$ cat config.mk
export PLATFORM = sky130hd
export DESIGN_NAME = inst_fetch_ctrl
export DESIGN_NICKNAME = d
export VERILOG_FILES = /design/src/rtl/inst_fetch_ctrl.sv
export SDC_FILE = /design/constraint.sdc
export NUM_CORES = 1
export LEC_CHECK = 0
export BUFFER_PORTS_ARGS = -buffer_cell sky130_fd_sc_hd__buf_2
export CORE_MARGIN = 8
export CORE_UTILIZATION = 55
export CTS_BUF_LIST = sky130_fd_sc_hd__clkbuf_8
export DETAILED_ROUTE_END_ITERATION = 6
export GPL_TIMING_DRIVEN = 0
export PLACE_DENSITY = 0.85
export SYNTH_ARGS = -nofsm -noshare
export SYNTH_HDL_FRONTEND = slang
export SYNTH_SLANG_ARGS = --single-unit
export TNS_END_PERCENT = 5
$ cat constraint.sdc
create_clock -name clk_i -period 6 [get_ports clk_i]
set_clock_uncertainty 0.2 [all_clocks]
set_input_delay 1.2 -clock clk_i [delete_from_list [all_inputs] [get_ports clk_i]]
set_output_delay 1.2 -clock clk_i [all_outputs]
set_load 0.03 [all_outputs]
$ cat src/rtl/inst_fetch_ctrl.sv
// ---------------------------------------------------------------------------
// inst_fetch_ctrl
//   Reads a combinational instruction ROM from an internal PC. Each word is
//   captured with its PC in a small prefetch FIFO. The FIFO head is offered
//   to decode through a valid/ready handshake. A redirect flushes the FIFO
//   and reloads the PC.
//
//   Optional build macro: FETCH_PERF_CNT_EN adds the perf_fetch_cnt_o and
//   perf_stall_cnt_o outputs.
//
// Ports:
//   clk_i             clock, rising edge
//   rst_ni            asynchronous active-low reset
//   fetch_en_i        1 = ROM reads allowed
//   rom_ce_o          ROM read enable
//   rom_addr_o        ROM byte address (0 when not reading)
//   rom_inst_i        ROM data, valid in the same cycle as rom_ce_o
//   redirect_valid_i  one-cycle PC change request
//   redirect_pc_i     redirect target (bits [1:0] ignored)
//   id_valid_o        FIFO head valid
//   id_ready_i        decode accepts the head
//   id_inst_o         head instruction (0 when empty)
//   id_pc_o           head PC (0 when empty)
//   fifo_count_o      FIFO occupancy
//   perf_fetch_cnt_o  committed pushes          (FETCH_PERF_CNT_EN only)
//   perf_stall_cnt_o  cycles stalled on full    (FETCH_PERF_CNT_EN only)
// ---------------------------------------------------------------------------
module inst_fetch_ctrl #(
  parameter int unsigned              ADDR_W     = 32,
  parameter int unsigned              INST_W     = 32,
  parameter int unsigned              FIFO_DEPTH = 4,
  parameter logic [ADDR_W-1:0]        RESET_PC   = {ADDR_W{1'b0}}
) (
  input  logic                         clk_i,
  input  logic                         rst_ni,
  input  logic                         fetch_en_i,
  output logic                         rom_ce_o,
  output logic [ADDR_W-1:0]            rom_addr_o,
  input  logic [INST_W-1:0]            rom_inst_i,
  input  logic                         redirect_valid_i,
  input  logic [ADDR_W-1:0]            redirect_pc_i,
  output logic                         id_valid_o,
  input  logic                         id_ready_i,
  output logic [INST_W-1:0]            id_inst_o,
  output logic [ADDR_W-1:0]            id_pc_o,
  output logic [$clog2(FIFO_DEPTH):0]  fifo_count_o
`ifdef FETCH_PERF_CNT_EN
  ,
  output logic [31:0]                  perf_fetch_cnt_o,
  output logic [31:0]                  perf_stall_cnt_o
`endif
);

  localparam int unsigned PTR_W = $clog2(FIFO_DEPTH);
  localparam int unsigned CNT_W = PTR_W + 1;
  localparam int unsigned ENT_W = ADDR_W + INST_W;

  localparam logic [ADDR_W-1:0] PC_STEP   = ADDR_W'(3'd4);
  localparam logic [ADDR_W-1:0] ALIGN_MSK = {{(ADDR_W-2){1'b1}}, 2'b00};
  localparam logic [CNT_W-1:0]  CNT_FULL  = CNT_W'(FIFO_DEPTH);

  typedef enum logic [0:0] {
    IDLE  = 1'b0,
    FETCH = 1'b1
  } state_e;

  state_e                state_q, state_d;
  logic [ADDR_W-1:0]     pc_q, pc_d;
  logic [PTR_W-1:0]      rd_ptr_q, rd_ptr_d;
  logic [PTR_W-1:0]      wr_ptr_q, wr_ptr_d;
  logic [CNT_W-1:0]      count_q, count_d;
  logic [ENT_W-1:0]      mem_q [FIFO_DEPTH];

  logic                  id_valid_s;
  logic                  pop_s;
  logic                  can_push_s;
  logic                  push_s;
  logic                  commit_s;
  logic [ENT_W-1:0]      head_s;

  // Handshake decode, next-state and pointer arithmetic.
  always_comb begin
    id_valid_s = (count_q != {CNT_W{1'b0}});
    pop_s      = id_valid_s && id_ready_i;
    // A pop on the same edge frees the slot a full FIFO needs.
    can_push_s = (count_q < CNT_FULL) || pop_s;
    push_s     = (state_q == FETCH) && can_push_s;
    // A read made during the redirect cycle belongs to the old path.
    commit_s   = push_s && !redirect_valid_i;

    state_d  = state_q;
    pc_d     = pc_q;
    rd_ptr_d = rd_ptr_q;
    wr_ptr_d = wr_ptr_q;
    count_d  = count_q;

    case (state_q)
      IDLE:    state_d = fetch_en_i ? FETCH : IDLE;
      FETCH:   state_d = fetch_en_i ? FETCH : IDLE;
      default: state_d = IDLE;
    endcase

    if (redirect_valid_i) begin
      pc_d     = redirect_pc_i & ALIGN_MSK;
      rd_ptr_d = {PTR_W{1'b0}};
      wr_ptr_d = {PTR_W{1'b0}};
      count_d  = {CNT_W{1'b0}};
    end else begin
      if (push_s) begin
        pc_d     = pc_q + PC_STEP;
        wr_ptr_d = wr_ptr_q + PTR_W'(1'b1);
      end else begin
        pc_d     = pc_q;
      end
      if (pop_s) begin
        rd_ptr_d = rd_ptr_q + PTR_W'(1'b1);
      end else begin
        rd_ptr_d = rd_ptr_q;
      end
      case ({push_s, pop_s})
        2'b10:   count_d = count_q + CNT_W'(1'b1);
        2'b01:   count_d = count_q - CNT_W'(1'b1);
        default: count_d = count_q;
      endcase
    end
  end

  // Control state: FSM, PC, FIFO pointers and occupancy.
  always_ff @(posedge clk_i or negedge rst_ni) begin
    if (!rst_ni) begin
      state_q  <= IDLE;
      pc_q     <= RESET_PC;
      rd_ptr_q <= {PTR_W{1'b0}};
      wr_ptr_q <= {PTR_W{1'b0}};
      count_q  <= {CNT_W{1'b0}};
    end else begin
      state_q  <= state_d;
      pc_q     <= pc_d;
      rd_ptr_q <= rd_ptr_d;
      wr_ptr_q <= wr_ptr_d;
      count_q  <= count_d;
    end
  end

  // FIFO storage: each entry holds {pc, instruction}.
  always_ff @(posedge clk_i or negedge rst_ni) begin
    if (!rst_ni) begin
      for (int i = 0; i < FIFO_DEPTH; i++) begin
        mem_q[i] <= {ENT_W{1'b0}};
      end
    end else if (commit_s) begin
      mem_q[wr_ptr_q] <= {pc_q, rom_inst_i};
    end
  end

  assign head_s       = id_valid_s ? mem_q[rd_ptr_q] : {ENT_W{1'b0}};
  assign id_valid_o   = id_valid_s;
  assign id_pc_o      = head_s[ENT_W-1:INST_W];
  assign id_inst_o    = head_s[INST_W-1:0];
  assign fifo_count_o = count_q;
  assign rom_ce_o     = push_s;
  assign rom_addr_o   = push_s ? pc_q : {ADDR_W{1'b0}};

`ifdef FETCH_PERF_CNT_EN
  logic [31:0] perf_fetch_q;
  logic [31:0] perf_stall_q;

  // Performance counters: committed pushes and full-FIFO stall cycles.
  always_ff @(posedge clk_i or negedge rst_ni) begin
    if (!rst_ni) begin
      perf_fetch_q <= 32'd0;
      perf_stall_q <= 32'd0;
    end else begin
      if (commit_s) begin
        perf_fetch_q <= perf_fetch_q + 32'd1;
      end
      if ((state_q == FETCH) && fetch_en_i && !can_push_s) begin
        perf_stall_q <= perf_stall_q + 32'd1;
      end
    end
  end

  assign perf_fetch_cnt_o = perf_fetch_q;
  assign perf_stall_cnt_o = perf_stall_q;
`endif

endmodule

Word-level counts from Yosys, hierarchy flattened:

Index checks and enable logic that the tools add are counted.

* register bits: 296
* output and inout port bits: 101

* add/sub/neg operators: 5
* magnitude comparators: 4
* equal/unequal tests: 2
* muxes and demuxes: 17
* bitwise logic cells: 2
* reduce and logical (&&, ||, !) cells: 10

Operators by type and width (number)
* $bwmux W256: 1
* $mux W64: 4
* $bmux W64 S2: 1
* $demux W64 S2: 1
* $mux W32: 3
* $add A32 B3 Y32 const B: 1
* $mux W2: 4
* $ge A3 B3 Y1 const B: 2
* $not A2 Y3: 2
* $pmux W3 S2: 1
* $reduce_bool A3 Y1: 2
* $add A2 B1 Y2 const B: 2
* $logic_and A1 B1 Y1: 4
* $reduce_bool A2 Y1: 2
* $add A3 B1 Y3 const B: 1
* $lt A3 B1 Y1 const B: 1
* $lt A3 B3 Y1 const B: 1
* $mux W3: 1
* $sub A3 B1 Y3 const B: 1
* $eq A2 B1 Y1 const B: 1
* $eq A2 B2 Y1 const B: 1
* $logic_not A1 Y1: 1
* $logic_or A1 B1 Y1: 1
* $mux W1: 1

Longest topological paths before layout:

* depth after elaboration: 7
* mapped depth: 8

Worst setup path before layout:

No wires, ideal clock.

* path kind: input to output
* start point: input port id_ready_i
* end point: output port rom_addr_o[18]
* arrival: 2369 ps
* required time: 4600 ps
* path slack: 2231 ps
* stages: 5
* buffers on the path: 3
* path through: buf_2 > nand2b_1 > clkbuf_1 > clkbuf_1 > and3_1

* cells in the longest elaborated chain, start to end: 4

RTL lines
* from (decl): RTL line 43 `input logic id_ready_i,`
* $logic_and A1 B1 Y1: RTL line 84 `pop_s = id_valid_s && id_ready_i;`
* $logic_or A1 B1 Y1: RTL line 86 `can_push_s = (count_q < CNT_FULL) || pop_s;`
* $logic_and A1 B1 Y1: RTL line 87 `push_s = (state_q == FETCH) && can_push_s;`
* $mux W32: RTL line 162 `assign rom_addr_o = push_s ? pc_q : {ADDR_W{1'b0}};`
* to (decl): RTL line 38 `output logic [ADDR_W-1:0] rom_addr_o,`

Every way passes these cells.

Worst setup path after layout:

* start point: register count_q[2] (netlist: fifo_count_o[2])
* end point: output port id_pc_o[13]

* cells in the longest elaborated chain, start to end: 2

RTL lines
* from (decl): RTL line 71 `logic [CNT_W-1:0] count_q, count_d;`
* from (signal assigned): RTL line 135 `count_q <= {CNT_W{1'b0}};`
* from (signal assigned): RTL line 141 `count_q <= count_d;`
* $reduce_bool A3 Y1: RTL line 83 `id_valid_s = (count_q != {CNT_W{1'b0}});`
* $mux W64: RTL line 156 `assign head_s = id_valid_s ? mem_q[rd_ptr_q] : {ENT_W{1'b0}};`
* to (decl): RTL line 45 `output logic [ADDR_W-1:0] id_pc_o,`

Every way passes these cells.

==> impl_metrics.env <==
export IMPL_outcome="finished clean"
export IMPL_portBuffers=161
export IMPL_dp_cells=1490
export IMPL_grt_max_degree=127
export IMPL_ys_warnings_count=0
export IMPL_ant_nets=0
export IMPL_start_util_pct=55.8
export IMPL_maxCapViolCount=0
export IMPL_rsz0062_at_grt="false"
export IMPL_drive_gt1_share_pct=47.7
export IMPL_drv_slew=0
export IMPL_die_area_um2=29900
export IMPL_via_count=9095
export IMPL_synth_ff_type="dfrtp_1"
export IMPL_cp_end_kind="output port"
export IMPL_r2r_end="mem_q[241]$_DFFE_PN0P_"
export IMPL_drt_iter0_drc=624
export IMPL_globalRouteMet1Util_pct=28.4
export IMPL_synth_top_area_share_pct=52.9
export IMPL_cts_hold_buffers_added=0
export IMPL_drt_vias_per_instance=5.77
export IMPL_cts_tree="done"
export IMPL_syn_inst=1000
export IMPL_r2r_start="fifo_count_o[2]$_DFFE_PN0P_"
export IMPL_cp_arrival_ns=2.99
export IMPL_power_density_nw_per_um2=444
export IMPL_cts_max_path_buffers=3
export IMPL_finalSetupViolCount=0
export IMPL_required_ns=4.60
export IMPL_grt_met2_usage_pct=34.5
export IMPL_synthArstFlopShare_pct=100
export IMPL_drt_wirelength_per_cell_um=20.6
export IMPL_finalNetCount=1290
export IMPL_slew_limit_headroom_pct=44.7
export IMPL_criticalPathCategory="register to output port"
export IMPL_diodes=0
export IMPL_gr_max_usage_layer="met2"
export IMPL_pwr_share_seq_pct=41.8
export IMPL_dp_hpwl_um=22100
export IMPL_worstMarginPinSlew_ns=0.829
export IMPL_drc=0
export IMPL_coreArea_um2=24200
export IMPL_ir_drop_mv=0.227
export IMPL_pre_cts_ws_ns=1.69
export IMPL_synth_seq_cells=286
export IMPL_hp_start="mem_q[170]$_DFFE_PN0P_"
export IMPL_cpMaxStageDelayCell="clkbuf_1"
export IMPL_ys_seq_area_share_pct=52.9
export IMPL_finalCritPeriodShare_pct=73.2
export IMPL_gp_congestion=0.862
export IMPL_synth_top_area_cell="dfrtp_1"
export IMPL_period_needed_ns=4.39
export IMPL_yosys_top_cells_area="dfrtp_1 53%, mux2_2 20%, mux4_2 10%"
export IMPL_numClockSinks=286
export IMPL_critPathMaxFanout=10
export IMPL_clk_pin_slew_ns=0.06
export IMPL_internal_power_mw=4.85
export IMPL_ys_types=36
export IMPL_syn_area_per_cell_um2=13.5
export IMPL_htree_levels=2
export IMPL_die_h_um=173
export IMPL_hold_end="mem_q[170]$_DFFE_PN0P_"
export IMPL_grt_overflow=0
export IMPL_startpoint="fifo_count_o[2]$_DFFE_PN0P_"
export IMPL_cts_buffers=47
export IMPL_hold_class="register to register"
export IMPL_cts_root_buf="clkbuf_8"
export IMPL_final_cell_mix="286 x dfrtp_1, 237 x mux2_2, 204 x buf_2"
export IMPL_power_mw=7.07
export IMPL_wirelength_um=32500
export IMPL_netSwitchingFraction_pct=31.4
export IMPL_worstHoldPathCells=2
export IMPL_grt_util_met3_pct=6.23
export IMPL_rrSetupSlack_ns=3.39
export IMPL_fmax_ghz=0.228
export IMPL_finalWorstSetupSlack_ns=1.61
export IMPL_cts_setup_buffers=0
export IMPL_layout_cells_non_filler=1576
export IMPL_synthToLayoutAreaGrowth_pct=17.7
export IMPL_r2r_cells=7
export IMPL_antenna_found_initial=0
export IMPL_p_switching_mw=2.22
export IMPL_clk_latency_ns=0.58
export IMPL_cpPeakStageDelay_ns=0.58
export IMPL_cts_resized_gates=0
export IMPL_total_leakage_power_nw=7.46
export IMPL_grt_total_usage_pct=21.7
export IMPL_final_common_cell="dfrtp_1"
export IMPL_grt_pass1_wl_um=52700
export IMPL_num_rows=57
export IMPL_chipWidth_um=173
export IMPL_p_clk_share_pct=27.2
export IMPL_grt_pass1_vias=9850
export IMPL_syn_area_um2=13500
export IMPL_start_kind="register"
export IMPL_hold_violations=0
export IMPL_comb_power_share_pct=31.0
export IMPL_drtPass1Iterations=5
export IMPL_cp_cell_sequence="buf_2, nor3_1, inv_1, clkbuf_1, clkbuf_1, and2_1, buf_2"
export IMPL_synth_edf_count=0
export IMPL_ioPinCount=170
## logic make-up after synthesis
kind of cell               count (synthesis)  synth area share (%)
DFF                                      286                  52.9
other                                      1                0.0277
muxes                                    301                  30.2
adders and majority gates                  6                 0.610
buffers and inverters                     96                  3.27
and+or+nand+nor                          224                  8.96
xor gates and xnor gates                  31                  2.01
AOI/OAI and AO/OA                         55                  2.08
## area by class of cell
| type | count | area, µm² |
|---|---|---|
| Buffer | 87 | 409 |
| Clock inverter | 18 | 175 |
| Fill cell | 1790 | 8310 |
| Tap cell | 324 | 405 |
| Inverter | 9 | 33.8 |
| Timing Repair Buffer | 163 | 871 |
| Sequential cell | 286 | 7160 |
| Clock buffer | 68 | 936 |
| Multi-Input combinational cell | 621 | 5950 |
## cell usage after synthesis, types with 4 or more instances
| cell type | n |
|---|---|
| buf_2 | 44 |
| clkbuf_1 | 33 |
| and2_1 | 65 |
| a21oi_1 | 9 |
| nor3_1 | 12 |
| o21ai_0 | 43 |
| mux4_2 | 62 |
| xnor2_1 | 26 |
| nand4_1 | 4 |
| buf_4 | 5 |
| nand3_1 | 12 |
| mux2_2 | 237 |
| nor2_1 | 15 |
| nor4_1 | 11 |
| ha_1 | 5 |
| inv_1 | 9 |
| and3_1 | 34 |
| nand2_1 | 60 |
| dfrtp_1 | 286 |
| xor2_1 | 5 |
## state kept, by name, indices dropped and copies added, names as in the netlist
| name | count |
|---|---|
| mem_q | 248 |
| pc_q | 30 |
| rd_ptr_q | 2 |
| state_q | 1 |
| fifo_count_o | 3 |
| wr_ptr_q | 2 |
## stage by stage
stage                     hold WS, ns  util [%]  setup TNS, ns  cell area, µm²
after floorplan                 0.245         -              0           13500
after global placement          0.258      60.9        -470.80           14800
after detailed placement        0.268      61.1              0           14800
after CTS                       0.283      65.7              0           15900
after global routing            0.304      65.7              0           15900
final                           0.282      65.7              0           15900
## power by group through the flow
| stage | logic [mW] | clock network [mW] | registers (mW) |
|---|---|---|---|
| final | 2.19 | 1.93 | 2.95 |
| after global routing | 2.36 | 2.05 | 3.03 |
| after floorplan | 1.68 | 0 | 2.85 |
| after CTS | 2.22 | 1.96 | 2.95 |
| after global placement | 2.14 | 0 | 2.92 |
| after detailed placement | 2.21 | 0 | 2.97 |
## worst max-delay path, delay by kind of cell (launching register included)
family                 cells  cell delay [ns]
buffers and inverters      5             1.63
AND/OR/NAND/NOR            2             0.40
flip-flops                 1             0.38
## worst max path at each step
stage | end | slack (ns) | depth (start not counted)
after floorplan | rom_addr_o[18] | 2.23 | 5
after global placement | mem_q[114]$_DFFE_PN0P_ | -1.66 | 1
after detailed placement | rom_addr_o[22] | 1.69 | 6
after CTS | id_pc_o[13] | 1.54 | 7
after global routing | id_pc_o[13] | 1.44 | 7
final | id_pc_o[13] | 1.61 | 7
## layer usage
metal,wire (µm),share of wire [%]
met3,2560,7.9
met4,746,2.3
met2,15400,47
met1,13800,42
met5,0,0
No activity file was read; power rests on OpenSTA's default activity.
